`src/rtl/mm_uart_pkg.sv`:
```
// Shared definitions for the memory-mapped UART transmitter: register offsets,
// STATUS bit positions, transmitter FSM states and frame constants.
package mm_uart_pkg;

  localparam logic [1:0] REG_TXDATA = 2'd0;
  localparam logic [1:0] REG_STATUS = 2'd1;
  localparam logic [1:0] REG_BAUD   = 2'd2;
  localparam logic [1:0] REG_RSVD   = 2'd3;

  localparam int unsigned STAT_OVF       = 0;
  localparam int unsigned STAT_EMPTY     = 1;
  localparam int unsigned STAT_FULL      = 2;
  localparam int unsigned STAT_BUSY      = 3;
  localparam int unsigned STAT_COUNT_LSB = 4;
  localparam int unsigned STAT_COUNT_W   = 4;
  localparam int unsigned STAT_PARITY_EN = 15;

  localparam int unsigned DATA_BITS      = 8;
  localparam int unsigned FRAME_BITS_8N1 = 10;

  typedef enum logic [2:0] {
    ST_IDLE,
    ST_START,
    ST_DATA,
    ST_PARITY,
    ST_STOP
  } tx_state_e;

  function automatic logic even_parity(input logic [7:0] d);
    return ^d;
  endfunction

endpackage

```
`src/rtl/mm_uart_tx_fifo.sv`:
```
// Transmit byte FIFO for mm_uart_tx; pointers wrap modulo DEPTH (2, 4 or 8).
module uart_tx_fifo #(
  parameter int unsigned DEPTH = 4
) (
  input  logic       clk,
  input  logic       rst,
  input  logic       push,
  input  logic       pop,
  input  logic [7:0] din,
  output logic [7:0] dout,
  output logic       full,
  output logic       empty,
  output logic [3:0] count
);

  localparam int unsigned PW = (DEPTH > 1) ? $clog2(DEPTH) : 1;
  localparam logic [PW-1:0] LAST = PW'(DEPTH - 1);

  logic [7:0]    mem_q [DEPTH];
  logic [7:0]    mem_d [DEPTH];
  logic [PW-1:0] wr_ptr_q, wr_ptr_d;
  logic [PW-1:0] rd_ptr_q, rd_ptr_d;
  logic [3:0]    count_q, count_d;
  logic          push_ok, pop_ok;

  assign full  = (count_q == 4'(DEPTH));
  assign empty = (count_q == 4'd0);
  assign count = count_q;
  assign dout  = mem_q[rd_ptr_q];

  assign push_ok = push && (!full || pop);
  assign pop_ok  = pop && !empty;

  always_comb begin
    mem_d    = mem_q;
    wr_ptr_d = wr_ptr_q;
    rd_ptr_d = rd_ptr_q;
    count_d  = count_q;
    if (push_ok) begin
      mem_d[wr_ptr_q] = din;
      wr_ptr_d = (wr_ptr_q == LAST) ? '0 : wr_ptr_q + 1'b1;
    end
    if (pop_ok) begin
      rd_ptr_d = (rd_ptr_q == LAST) ? '0 : rd_ptr_q + 1'b1;
    end
    case ({push_ok, pop_ok})
      2'b10:   count_d = count_q + 4'd1;
      2'b01:   count_d = count_q - 4'd1;
      default: count_d = count_q;
    endcase
  end

  always_ff @(posedge clk) begin
    mem_q <= mem_d;
  end

  always_ff @(posedge clk or posedge rst) begin
    if (rst) begin
      wr_ptr_q <= '0;
      rd_ptr_q <= '0;
      count_q  <= '0;
    end else begin
      wr_ptr_q <= wr_ptr_d;
      rd_ptr_q <= rd_ptr_d;
      count_q  <= count_d;
    end
  end

endmodule

```
`src/rtl/mm_uart_tx.sv`:
```
// Memory-mapped 8N1 UART transmitter with a small TX FIFO and a four-word register window.
// Define MM_UART_TX_PARITY_EN to insert an even-parity bit before the stop bit.
module mm_uart_tx #(
  parameter logic [15:0] BASE_ADDR  = 16'hC000,
  parameter logic [15:0] BAUD_DIV   = 16'd434,
  parameter int unsigned FIFO_DEPTH = 4
) (
  input  logic        clk,
  input  logic        rst,
  input  logic [15:0] addr,
  input  logic [15:0] wdata,
  input  logic        mm_we,
  input  logic        mm_re,
  output logic [15:0] rdata,
  output logic        tx
);
  import mm_uart_pkg::*;

  tx_state_e   state_q, state_d;
  logic [15:0] baud_q, baud_d;
  logic [15:0] div_q, div_d;
  logic [15:0] baud_cnt_q, baud_cnt_d;
  logic [2:0]  bit_cnt_q, bit_cnt_d;
  logic [7:0]  shift_q, shift_d;
  logic        tx_q, tx_d;
  logic        ovf_q, ovf_d;
`ifdef MM_UART_TX_PARITY_EN
  logic        par_q, par_d;
`endif

  logic        sel, wr, push_req, fifo_push, pop, load, bit_done;
  logic [7:0]  fifo_dout;
  logic        fifo_full, fifo_empty;
  logic [3:0]  fifo_count;
  logic [15:0] status;

  assign sel      = (addr[15:2] == BASE_ADDR[15:2]);
  assign wr       = sel && mm_we;
  assign push_req = wr && (addr[1:0] == REG_TXDATA);
  // A push into a full FIFO still lands when the transmitter pops the head on the same edge.
  assign fifo_push = push_req && (!fifo_full || pop);
  assign tx        = tx_q;

  uart_tx_fifo #(.DEPTH(FIFO_DEPTH)) u_fifo (
    .clk   (clk),
    .rst   (rst),
    .push  (fifo_push),
    .pop   (pop),
    .din   (wdata[7:0]),
    .dout  (fifo_dout),
    .full  (fifo_full),
    .empty (fifo_empty),
    .count (fifo_count)
  );

  always_comb begin
    baud_d = baud_q;
    ovf_d  = ovf_q;
    if (wr && addr[1:0] == REG_BAUD) baud_d = wdata;
    if (wr && addr[1:0] == REG_STATUS && wdata[0]) ovf_d = 1'b0;
    if (push_req && fifo_full && !pop) ovf_d = 1'b1;
  end

  assign bit_done = (baud_cnt_q == div_q - 16'd1);

  always_comb begin
    state_d    = state_q;
    div_d      = div_q;
    baud_cnt_d = baud_cnt_q + 16'd1;
    bit_cnt_d  = bit_cnt_q;
    shift_d    = shift_q;
    tx_d       = tx_q;
`ifdef MM_UART_TX_PARITY_EN
    par_d      = par_q;
`endif
    load = 1'b0;
    pop  = 1'b0;
    case (state_q)
      ST_IDLE: begin
        baud_cnt_d = '0;
        tx_d       = 1'b1;
        load       = !fifo_empty;
      end
      ST_START: begin
        if (bit_done) begin
          state_d    = ST_DATA;
          baud_cnt_d = '0;
          tx_d       = shift_q[0];
        end
      end
      ST_DATA: begin
        if (bit_done) begin
          baud_cnt_d = '0;
          if (bit_cnt_q == 3'(DATA_BITS - 1)) begin
`ifdef MM_UART_TX_PARITY_EN
            state_d = ST_PARITY;
            tx_d    = par_q;
`else
            state_d = ST_STOP;
            tx_d    = 1'b1;
`endif
          end else begin
            bit_cnt_d = bit_cnt_q + 3'd1;
            shift_d   = {1'b0, shift_q[7:1]};
            tx_d      = shift_q[1];
          end
        end
      end
`ifdef MM_UART_TX_PARITY_EN
      ST_PARITY: begin
        if (bit_done) begin
          state_d    = ST_STOP;
          baud_cnt_d = '0;
          tx_d       = 1'b1;
        end
      end
`endif
      ST_STOP: begin
        if (bit_done) begin
          baud_cnt_d = '0;
          state_d    = ST_IDLE;
          tx_d       = 1'b1;
          load       = !fifo_empty;
        end
      end
      default: begin
        state_d    = ST_IDLE;
        baud_cnt_d = '0;
        tx_d       = 1'b1;
      end
    endcase
    // Frame start is shared by IDLE and end-of-STOP so back-to-back frames have no gap.
    if (load) begin
      pop        = 1'b1;
      state_d    = ST_START;
      shift_d    = fifo_dout;
      div_d      = (baud_q == '0) ? 16'd1 : baud_q;
      bit_cnt_d  = '0;
      baud_cnt_d = '0;
      tx_d       = 1'b0;
`ifdef MM_UART_TX_PARITY_EN
      par_d      = even_parity(fifo_dout);
`endif
    end
  end

  always_ff @(posedge clk or posedge rst) begin
    if (rst) begin
      state_q    <= ST_IDLE;
      baud_q     <= BAUD_DIV;
      div_q      <= 16'd1;
      baud_cnt_q <= '0;
      bit_cnt_q  <= '0;
      shift_q    <= '0;
      tx_q       <= 1'b1;
      ovf_q      <= 1'b0;
`ifdef MM_UART_TX_PARITY_EN
      par_q      <= 1'b0;
`endif
    end else begin
      state_q    <= state_d;
      baud_q     <= baud_d;
      div_q      <= div_d;
      baud_cnt_q <= baud_cnt_d;
      bit_cnt_q  <= bit_cnt_d;
      shift_q    <= shift_d;
      tx_q       <= tx_d;
      ovf_q      <= ovf_d;
`ifdef MM_UART_TX_PARITY_EN
      par_q      <= par_d;
`endif
    end
  end

  always_comb begin
    status                                = '0;
    status[STAT_OVF]                      = ovf_q;
    status[STAT_EMPTY]                    = fifo_empty;
    status[STAT_FULL]                     = fifo_full;
    status[STAT_BUSY]                     = (state_q != ST_IDLE);
    status[STAT_COUNT_LSB +: STAT_COUNT_W] = fifo_count;
`ifdef MM_UART_TX_PARITY_EN
    status[STAT_PARITY_EN]                = 1'b1;
`endif
    rdata = '0;
    if (sel && mm_re) begin
      case (addr[1:0])
        REG_STATUS: rdata = status;
        REG_BAUD:   rdata = baud_q;
        REG_RSVD:   rdata = '0;
        default:    rdata = '0;
      endcase
    end
  end

endmodule

```
`config.mk`:
```
export PLATFORM = sky130hd
export DESIGN_NAME = mm_uart_tx
export DESIGN_NICKNAME = d
export VERILOG_FILES = /design/src/rtl/mm_uart_pkg.sv /design/src/rtl/mm_uart_tx_fifo.sv /design/src/rtl/mm_uart_tx.sv
export SDC_FILE = /design/constraint.sdc
export NUM_CORES = 1
export LEC_CHECK = 0
export CAP_MARGIN = 30
export CORE_ASPECT_RATIO = 1.25
export CORE_MARGIN = 3
export CORE_UTILIZATION = 59
export CTS_BUF_LIST = sky130_fd_sc_hd__clkbuf_4 sky130_fd_sc_hd__clkbuf_8
export CTS_CLUSTER_SIZE = 20
export DETAILED_ROUTE_END_ITERATION = 16
export PLACE_DENSITY_LB_ADDON = 0.08
export SLEW_MARGIN = 10
export SYNTH_ARGS = -nofsm -noshare
export SYNTH_HDL_FRONTEND = slang
export SYNTH_SLANG_ARGS = --single-unit
```
`constraint.sdc`:
```
create_clock -name clk -period 5.2 [get_ports clk]
set_input_delay 1.56 -clock clk [delete_from_list [all_inputs] [get_ports clk]]
set_output_delay 1.56 -clock clk [all_outputs]
set_load 0.02 [all_outputs]
```
## Word-level counts from Yosys, hierarchy flattened

Index checks and enable logic that the tools add are counted.

- Output and inout bits: 17
- Flip-flop bits (word level): 104
- Logic and storage cells: 115
- Bits of input ports: 36

- Multiplexer cells: 40
- Reductions and logical operators: 29
- Add/sub/neg operators: 7
- Eq/ne operators: 19
- Order comparisons: 3
- Bitwise logic cells: 2

Operators with widths:

| cell | number |
|---|---|
| $mux 16 | 5 |
| $mux 8 | 7 |
| $bwmux 32 | 1 |
| $pmux 16 s2 | 1 |
| $mux 3 | 9 |
| $add 16x1->16 const B | 1 |
| $bmux 8 s2 | 1 |
| $demux 8 s2 | 1 |
| $eq 16x16->1 | 1 |
| $logic_not 16->1 | 1 |
| $sub 16x1->16 const B | 1 |
| $eq 14x14->1 const B | 1 |
| $logic_and 1x1->1 | 12 |
| $ne 3x3->1 const B | 4 |
| $pmux 3 s4 | 1 |
| $mux 1 | 9 |
| $eq 2x2->1 const B | 4 |
| $pmux 4 s2 | 1 |
| $reduce_bool 2->1 | 4 |
| $eq 3x3->1 const B | 2 |
| $ge 3x3->1 const B | 2 |
| $not 2->3 | 2 |
| $reduce_and 3->1 | 2 |
| $reduce_and 5->1 | 1 |
| other kinds (20) | 26 |

## Longest topological paths before layout

- Word-level depth: 10
- Gate-level depth with buffers: 18
- Gate-level depth less buffers: 17

## Hierarchy

Synthesis repeated with hierarchy kept, for this count alone.

- Cells, all modules: 460
- Area total of the unflattened synthesis: 5411.4 µm²

By module, submodules not included:

| module | times used | cells an instance | area an instance (µm²) | seq. area each (µm²) |
|---|---|---|---|---|
| mm_uart_tx | 1 | 359 | 3632.2 | 1610.3 |
| uart_tx_fifo | 1 | 101 | 1779.2 | 1161.1 |

## Worst setup path before layout

No wires, ideal clock.

- Kind: in2out
- From: in addr[10]
- To: out rdata[3]
- Arrival: 2806 ps
- Slack: 834 ps
- Cell stages on the path: 5
- Data required time: 3640 ps
- Buffers on the path: 0
- Path through: nor4b_1 nand4_1 nor2_1 nand2_1 a21oi_1

- Longest elaborated chain between the ends: 3

Ends and longest elaborated chain:

| item | RTL line | source |
|---|---|---|
| from (decl) | mm_uart_tx.sv:10 | `input logic [15:0] addr,` |
| $eq 14x14->1 | mm_uart_tx.sv:37 | `assign sel = (addr[15:2] == BASE_ADDR[15:2]);` |
| $logic_and 1x1->1 | mm_uart_tx.sv:186 | `if (sel && mm_re) begin` |
| $mux 16 | mm_uart_tx.sv:186 |  |
| to (decl) | mm_uart_tx.sv:14 | `output logic [15:0] rdata,` |

Every way passes these cells.

## Worst setup path after layout

Same ends and word-level chain as after synthesis.

==> reports/results.ini <==
[route]
dr_total_vias = 3664
firstDrtPassIters = 4
drc_errors = 0
vias_per_cell = 5.94
wl_per_cell_um = 17.6
antenna_left = 0
drt_iter0_drc = 200
wl_um = 10800

[status]
status = finished, final reports clean

[sta]
rsz0062_at_grt = false
finalSetupViolations = 0
worstMarginPinSlew_ns = 0.773
setup_tns_ns = 0
max_clock_freq_mhz = 210
min_period_ns = 4.76
fin_crit_sh_pct = 91.5
fin_skew_ns = 0.00996
hold_viol = 0
slew_viol_final = 0
maxSlewHeadroom_pct = 48.1

[yosys]
synth_seq_area_share_pct = 51.8
synthFlopType = dfrtp_1
async_reset_ff_share_pct = 69.2
synth-edff-count = 32
yosysMostFrequentCell = dfrtp_1
ys_warn_count = 0
netlist_instances = 441
netlist_top_cells_count = dfrtp_1 (65), nor2_1 (44), edfxtp_1 (32)
yosys_register_bits = 104
yosysTopAreaCell = dfrtp_1
synth_top_area_share_pct = 30.4
syn_area_per_cell_um2 = 12.1
synth_area_um2 = 5350
syn_nets = 492
synth.distinct_cells = 58
synth_area_leaders = dfrtp_1 (30%), edfxtp_1 (18%), mux2_2 (5.7%)

[floorplan]
dieHeight_um = 112
row_count = 38
initial_core_util_pct = 61.1
die_w_um = 91.2
coreArea_um2 = 8750
io_pins = 53
die_area_um2 = 10300

[power_and_ir_drop]
power.density_nw_per_um2 = 333
p_leak_nw = 2.91
power_mw = 2.08
peakVddDrop_uv = 321

[clock_tree]
cts.sinks = 104
cts_buffers = 9
cts_buffer_depth = 2
cts_root_buf = clkbuf_8
path_clk_slew_ns = 0.10
cts_tree = built
ctsHtreeMaxLevel = 3
clk-insertion-delay-late_ns = 0.38

[worst_setup_path]
reg2reg_slack_ns = 0.50
rr_worst_depth = 17
cp-end-kind = output pin
cp_max_fo = 8
cp.required_ns = 3.64
rr_endpoint = u_fifo.count[2]
critPathLaunchType = input port
r2r-start = div_q[1]
arrival_ns = 3.20
crit_type = in2out

[grt]
grt_pass1_vias = 3620
overflow = 0
grt_max_degree = 46
grtUsageTotal_pct = 22.3
grt_pass1_wl_um = 18100
antenna_found_initial = 0

[finish]
final_nets = 543
fillCellCount = 682
multi_input_area_um2 = 2450
diodes = 0
areaGrowthSynthToFinish_pct = 16.7
final-seq-area_um2 = 2770
post-route-util_pct = 71.4
drive_above_1_share_pct = 18.5

[flow_run]
maxCapViolations = 0

[min_path]
hold_path.class = reg2reg
min-delay-start = ovf_q
holdPathEnd = ovf_q
holdPathStages = 1

[place]
dpl.hpwl_um = 7900
port_buffers = 52
gp_congestion = 0.913

==> kinds of logic after synthesis <==
kind of cell    after synthesis  synth area share (%)
flops                       104                  51.8
simple gates                151                  15.7
compound gates               51                  7.67
mux                          47                  12.1
xor+xnor                     41                  6.71
buf+inv                      32                  2.41
fa+ha+maj                    15                  3.51
==> worst max path at each step <==
| stage | from | to | slack, ns |
|---|---|---|---|
| floorplan | addr[10] | rdata[3] | 0.83 |
| global placement | addr[10] | rdata[3] | 0.09 |
| CTS | addr[10] | rdata[6] | 0.03 |
| detailed placement | addr[6] | rdata[6] | 0.04 |
| finish | addr[10] | rdata[3] | 0.44 |
| global route | addr[10] | rdata[2] | 0.24 |
==> layout make-up <==
| cell class | instances | share of cell area, % |
|---|---|---|
| clock buffer | 9 | 1.98 |
| clock inverter | 7 | 1.10 |
| inverter | 15 | 0.902 |
| multi-input combinational | 305 | 39.3 |
| sequential | 104 | 44.4 |
| tap | 120 | 2.40 |
| timing repair buffer | 57 | 9.90 |
==> where the power goes <==
group / switching, mW / total, mW / leakage (nW) / internal (mW)
Clock: 0.311 / 0.500 / 0.0919 / 0.189
Combinational: 0.237 / 0.508 / 1.60 / 0.271
Sequential: 0.136 / 1.07 / 1.22 / 0.935
Total: 0.683 / 2.08 / 2.91 / 1.40
==> registers in the layout (all words and copies together) (netlist names), 2 cells and up <==
signal           cells
u_fifo.mem_q        32
baud_cnt_q          16
baud_q              16
div_q               16
shift_q              8
u_fifo.count         4
bit_cnt_q            3
state_q              3
u_fifo.rd_ptr_q      2
u_fifo.wr_ptr_q      2
==> worst max-delay path, cell delays in order <==
cell and delay, ns:
clkdlybuf4s50_1 0.41, nor4b_1 0.30, nand4_1 0.15, nor2_1 0.17
nand2_1 0.19, a21oi_1 0.17, dlymetal6s2s_1 0.25
==> placed cells by master, fill, tap and decap left out, types with 5 or more instances in the layout <==
cell type,count
dfrtp_1,65
clkdlybuf4s50_1,36
inv_1,13
edfxtp_1,32
o21ai_0,7
and2_1,5
xor2_1,24
dfstp_2,7
o221a_2,7
xnor2_1,17
or3_1,10
nand2b_1,7
nor4_1,11
mux2_4,9
a22oi_1,7
nand2_1,14
ha_1,15
mux4_2,8
dlymetal6s2s_1,16
a21oi_1,6
clkbuf_8,9
nor3_1,9
nand3_1,14
mux2_2,27
nor2_1,44
and3_1,13
==> per-layer routing <==
layer / GRT usage [%] / vias up / routed length [µm]
met1: 30.2 / 1820 / 4810
met5: 0 / - / 0
met2: 36.3 / 97 / 5310
li1: - / 1729 / -
met3: 4.16 / 18 / 505
met4: 7.75 / 0 / 212
==> stage by stage <==
stage	instance area [µm²]	cells	hold WS (ns)	worst slack (ns)
4_1_cts	6170	616	0.504	0.0314
3_5_place_dp	5980	600	0.482	0.0427
5_1_grt	6240	617	0.519	0.242
6_report	6240	617	0.504	0.442
3_3_place_gp	5980	600	0.476	0.0855
2_1_floorplan	5350	441	0.466	0.834
==> what timing repair did <==
action | in CTS | in global routing
hold buffers | 0 | 0
endpoints found under the setup margin | 0 | 16
gates resized for setup | 0 | 17
buffers inserted | 0 | 0
No activity file was read; power rests on OpenSTA's default activity.
